**src/rtl/fir_sched_pkg.sv**
```systemverilog
// fir_sched_pkg: shared constants and types for the FIR cycle scheduler.
//   NUM_TAPS / NUM_COEF / NUM_MULT describe the complex symmetric FIR:
//   29 taps fold into 15 coefficient pairs, served by 5 multiplier blocks.
//   NGROUPS is the number of multiplier passes needed per output sample.
//   sched_state_t is the scheduler state encoding.
package fir_sched_pkg;

  localparam int NUM_TAPS = 29;
  localparam int NUM_COEF = 15;
  localparam int NUM_MULT = 5;
  localparam int NGROUPS  = NUM_COEF / NUM_MULT;
  localparam int MULT_LAT = 2;
  localparam int SEL_W    = 2;

  typedef enum logic [2:0] {
    IDLE,
    COEF,
    PULL,
    MULT,
    DRAIN,
    ROUND
  } sched_state_t;

endpackage

```
**src/rtl/fir_sched_vpipe.sv**
```systemverilog
// fir_sched_vpipe: DEPTH-deep valid shift register that delays the
// multiplier issue bit by the multiplier pipeline latency.
// Ports:
//   clk      in  rising-edge clock
//   i_clr_n  in  synchronous active-low clear (empties the pipe)
//   i_issue  in  a group is being issued to the multipliers this cycle
//   o_valid  out issue bit delayed by DEPTH cycles
module fir_sched_vpipe #(
  parameter int DEPTH = 2
) (
  input  logic clk,
  input  logic i_clr_n,
  input  logic i_issue,
  output logic o_valid
);

  logic [DEPTH-1:0] r_shift;
  logic [DEPTH-1:0] w_shift_in;

  assign w_shift_in[0] = i_issue;

  genvar gi;
  generate
    for (gi = 1; gi < DEPTH; gi++) begin : g_stage
      assign w_shift_in[gi] = r_shift[gi-1];
    end
  endgenerate

  always_ff @(posedge clk) begin
    if (!i_clr_n) begin
      r_shift <= '0;
    end else begin
      r_shift <= w_shift_in;
    end
  end

  assign o_valid = r_shift[DEPTH-1];

endmodule

```
**src/rtl/fir_sched.sv**
```systemverilog
// fir_sched: cycle-level scheduler for the time-shared symmetric FIR.
// One output takes PULL (1) + MULT (NGROUPS) + DRAIN (MULT_LAT) + ROUND (1)
// cycles. Coefficient writes are only granted between computations so each
// output sees one consistent coefficient set.
// Ports:
//   clk            in  rising-edge clock
//   Reset          in  synchronous active-low reset
//   fifo_empty     in  input sample FIFO is empty
//   PushCoef       in  coefficient write request (held until granted)
//   fifo_pull      out pop FIFO head / shift delay line
//   CoefStall      out coefficient write refused (computation in flight)
//   coef_we        out coefficient write granted
//   mux_sel        out multiplier group select (0 outside MULT)
//   pp_acc_valid   out multiplier result valid, accumulate it
//   final_round_en out all groups accumulated, round and emit
//   busy           out computation in flight
module fir_sched #(
  parameter int NGROUPS  = fir_sched_pkg::NGROUPS,
  parameter int MULT_LAT = fir_sched_pkg::MULT_LAT,
  parameter int SEL_W    = fir_sched_pkg::SEL_W
) (
  input  logic             clk,
  input  logic             Reset,
  input  logic             fifo_empty,
  input  logic             PushCoef,
  output logic             fifo_pull,
  output logic             CoefStall,
  output logic             coef_we,
  output logic [SEL_W-1:0] mux_sel,
  output logic             pp_acc_valid,
  output logic             final_round_en,
  output logic             busy
);

  import fir_sched_pkg::*;

  localparam int DW = (MULT_LAT > 1) ? $clog2(MULT_LAT) : 1;

  sched_state_t     r_state;
  sched_state_t     w_state_next;
  logic [SEL_W-1:0] r_cnt;
  logic [SEL_W-1:0] w_cnt_next;
  logic [DW-1:0]    r_drain;
  logic [DW-1:0]    w_drain_next;
  logic             w_issue;

  always_ff @(posedge clk) begin
    if (!Reset) begin
      r_state <= IDLE;
      r_cnt   <= '0;
      r_drain <= '0;
    end else begin
      r_state <= w_state_next;
      r_cnt   <= w_cnt_next;
      r_drain <= w_drain_next;
    end
  end

  always_comb begin
    w_state_next = r_state;
    w_cnt_next   = r_cnt;
    w_drain_next = r_drain;
    case (r_state)
      // IDLE, COEF (once the request drops) and ROUND share the same
      // dispatch: coefficient writes win over a waiting sample.
      IDLE, COEF, ROUND: begin
        if (PushCoef)         w_state_next = COEF;
        else if (!fifo_empty) w_state_next = PULL;
        else                  w_state_next = IDLE;
      end
      PULL: begin
        w_state_next = MULT;
        w_cnt_next   = '0;
      end
      MULT: begin
        if (r_cnt == SEL_W'(NGROUPS - 1)) begin
          w_state_next = DRAIN;
          w_cnt_next   = '0;
          w_drain_next = '0;
        end else begin
          w_cnt_next = r_cnt + 1'b1;
        end
      end
      DRAIN: begin
        if (r_drain == DW'(MULT_LAT - 1)) begin
          w_state_next = ROUND;
          w_drain_next = '0;
        end else begin
          w_drain_next = r_drain + 1'b1;
        end
      end
      default: w_state_next = IDLE;
    endcase
  end

  assign busy           = (r_state == PULL) || (r_state == MULT) ||
                          (r_state == DRAIN) || (r_state == ROUND);
  // PULL is only entered with a non-empty FIFO; the gate keeps a pop from
  // ever reaching an empty FIFO even if the flag misbehaves.
  assign fifo_pull      = (r_state == PULL) && !fifo_empty;
  assign coef_we        = (r_state == COEF) && PushCoef;
  assign CoefStall      = PushCoef && busy;
  assign mux_sel        = (r_state == MULT) ? r_cnt : '0;
  assign final_round_en = (r_state == ROUND);
  assign w_issue        = (r_state == MULT);

  // Cleared by reset so an aborted computation leaves no stray results.
  fir_sched_vpipe #(
    .DEPTH(MULT_LAT)
  ) u_vpipe (
    .clk    (clk),
    .i_clr_n(Reset),
    .i_issue(w_issue),
    .o_valid(pp_acc_valid)
  );

endmodule

```
**config.mk**
```make
export PLATFORM = sky130hd
export DESIGN_NAME = fir_sched
export DESIGN_NICKNAME = d
export VERILOG_FILES = /design/src/rtl/fir_sched_pkg.sv /design/src/rtl/fir_sched_vpipe.sv /design/src/rtl/fir_sched.sv
export SDC_FILE = /design/constraint.sdc
export NUM_CORES = 1
export LEC_CHECK = 0
export ABC_CLOCK_PERIOD_IN_PS = 1500
export CAP_MARGIN = 20
export CORE_MARGIN = 1.5
export CORE_UTILIZATION = 35
export DETAILED_ROUTE_END_ITERATION = 7
export SLEW_MARGIN = 20
export SYNTH_ARGS = -nofsm -noshare
export SYNTH_HDL_FRONTEND = slang
export SYNTH_SLANG_ARGS = --single-unit
export TNS_END_PERCENT = 30
```
**constraint.sdc**
```tcl
create_clock -name clk -period 1.5 [get_ports clk]
set_input_delay 0.3 -clock clk [delete_from_list [all_inputs] [get_ports clk]]
set_output_delay 0.3 -clock clk [all_outputs]
set_load 0.01 [all_outputs]
```
==> flow_summary_export.csv <==
group,metric,value,unit
synthesis,synth.area.top_cells,"dfxtp_1, ha_1, and2_2",
sta,fin_crit,1550,ps
clock_tree,clk_latency,260,ps
synthesis,ys_ff_latch,8,
sta,max_freq,0.646,GHz
route,drc,0,
global_route,grt_antenna_before_repair,0,
route,via_per_inst,5.05,
floorplanning,die_x,39.7,um
sta,relSlewSlack,77.2,%
critical_path,r2r_setup_slack,160,ps
min_path,hold_path_depth,1,
synthesis,ys_seq_area_share,34.0,%
global_route,grt_pass1_wl,1.71,mm
synthesis,avgSynthCellArea,9.22,um^2
sta,report.final.slew_viol_count,0,
cells_and_area,drive_gt1_share,38.9,%
sta,fin_worst_skew,12.6,ps
global_route,grt_usage,17.1,%
power_and_ir_drop,vdd_drop_max,0.451,mV
critical_path,critPathKind,"reg2out",
power_and_ir_drop,power.leakage,0.000285,uW
cells_and_area,final_area,657,um^2
route,drt_pre_antenna_iters,2,
clock_tree,cts_buffers,3,
synthesis,synth_area,470,um^2
critical_path,reg2reg_depth,4,
synthesis,synth_edf_count,0,
clock_tree,cts.root.buffer_cell,"clkbuf_4",
critical_path,worstPathCellList,"buf_4 > and4bb_2 > clkdlybuf4s15_2",
synthesis,ys.flop_type,"dfxtp_1",
power_and_ir_drop,pwr_density_cell,773,nW/um^2
floorplanning,die_height,39.7,um
route,drtIter0Drc,4,
critical_path,cp.arrival,1250,ps
route,wl_per_cell,12.1,um
critical_path,crit_path_start_kind,"flop",
placed_design,hpwl,790,um
cells_and_area,nets,80,
synthesis,yosys.area.top_type,"dfxtp_1",
clock_tree,cts.htree.levels,1,
critical_path,worst_setup_path_end_kind,"primary output",
sta,whs,423,ps
floorplanning,start_util,37.1,%
clock_tree,clk_pin_slew_worst_paths,60,ps
placed_design,numPortBuffers,11,
placed_design,dpl_worst_slack,-374,ps
synthesis,yosysWarnings,0,
cells_and_area,areaGrowthSynthToFinish,39.6,%
floorplanning,ios,12,
critical_path,r2r-end,"r_state[2]",
synthesis,async_reset_ff_share,0,%
global_route,grt_max_degree,8,
sta,rsz0062_at_grt,"true",
synthesis,postSynthCellCount,51,
critical_path,cp_max_fo,5,
global_route,grt_pass1_vias,403,
floorplanning,dieArea,1570,um^2
critical_path,max_stage_delay,350,ps
route,vias,439,
min_path,hp-start,"u_vpipe.r_shift[0]",
critical_path,r2r_start,"r_state[1]",
min_path,min_to,"u_vpipe.r_shift[1]",
floorplanning,core,1270,um^2
route,wirelength,1.05,mm
cells_and_area,num_antenna_cells,0,
outcome,outcome,"finished with violations",
outcome,violations,"setup timing",
clock_tree,clock-sinks,8,
power_and_ir_drop,power,508,uW
min_path,hold_path.class,"reg2reg",
clock_tree,clk_path_buf_depth,2,
floorplanning,num_rows,13,
sta,setup_viol,2,
synthesis,synth_top_cell_area_share,34.0,%
clock_tree,cts_tree,"built",
synthesis,ys_top_cells_by_count,"dfxtp_1, and2_2, inv_1, nand2b_1",
global_route,grt_overflow,0,
sta,worst_slack,-47.1,ps
synthesis,syn-num-nets,57,
route,ant_nets,0,
placed_design,gp_congestion,0.742,
critical_path,worst_path_max_delay_cell,"dfxtp_2",
critical_path,worstPathRequired,1200,ps
synthesis,synth_cell_type_count,31,
sta,hold_viol_final,0,
sta,fin_crit_sh,103,%
synthesis,yosysMostFrequentCell,"dfxtp_1",
placed_design,post_dp_cell_area,646,um^2
sta,tightestPinTransition,334,ps
flow_run,maxCapViolations,0,
==> cell usage in the layout (no fill, tap or decap), types with 2 or more instances in the layout <==
cell type,Yosys,routed
o211ai_1,2,2
nor2b_1,2,2
nor2_1,2,2
buf_2,2,5
dfxtp_2,0,2
buf_4,0,10
clkbuf_4,0,3
clkdlybuf4s50_1,0,3
o21bai_1,2,2
dfxtp_1,8,5
inv_1,3,3
and2_2,3,3
ha_1,2,2
a21boi_1,2,2
nand2b_1,3,3
==> worst max-delay path: cells and delay by family (launching register included) <==
kind | cells | cell delay [ps]
AND/OR/NAND/NOR | 1 | 280
flip-flops | 1 | 350
buffers and inverters | 2 | 370
==> cell families after synthesis <==
family	Yosys count	share of synthesized area (%)
AND/OR/NAND/NOR	22	32.7
AO/OA/AOI/OAI	12	18.9
flip-flops	8	34.0
buffers and inverters	6	6.91
adder cells (fa/ha/maj)	2	5.32
multiplexers	1	2.13
==> report_power, final <==
| part | switching (uW) | total, uW | internal, uW |
|---|---|---|---|
| Clock | 77.0 | 169 | 91.8 |
| Sequential | 10.1 | 233 | 222 |
| Combinational | 43.5 | 107 | 63.1 |
| Total | 131 | 508 | 377 |
==> worst max-delay path by stage <==
stage,start,to
5_1_grt,r_state[1],coef_we
3_5_place_dp,PushCoef,coef_we
4_1_cts,PushCoef,coef_we
2_1_floorplan,r_state[2],CoefStall
3_3_place_gp,fifo_empty,fifo_pull
6_report,r_state[1],coef_we
==> metal layers <==
layer	routed length, um	global-route usage (%)	part of all wire (%)	vias to the layer above
met4	26	10.3	2.5	0
met2	495	29.1	47	6
met5	0	0	0	-
met1	507	19.0	48	202
met3	23	3.41	2.2	4
li1	-	-	-	227
==> area by class of cell <==
cell class | instances | area (um^2)
well taps | 15 | 18.8
fillers | 135 | 612
repair buffers | 21 | 159
clock buffers | 3 | 22.5
inverters | 3 | 11.3
multi-input cells | 37 | 279
flip-flops and latches | 8 | 166
==> per-stage QoR <==
stage	utilization, %	setup TNS, ps	cells
2_1_floorplan	-	0	51
3_3_place_gp	50.9	-1400	83
3_5_place_dp	50.9	-1400	83
4_1_cts	51.9	-113	87
5_1_grt	51.8	-200	87
6_report	51.8	-49.5	87
==> sequential cells by signal, indices dropped and copies added, names as in the netlist <==
signal	flops
r_cnt	2
r_state	3
u_vpipe.r_shift	2
r_drain	1
==> what timing repair did <==
| action | CTS | global route |
|---|---|---|
| endpoints found under the setup margin | 7 | 5 |
| hold buffers | 0 | 0 |
| setup buffers | 1 | 0 |
| gates cloned | 0 | 0 |
| pin swaps | 1 | 0 |
| gates resized for setup | 30 | 3 |
| endpoints found under the hold margin | 0 | 0 |
Note: power is estimated with default switching activity, not from simulation.
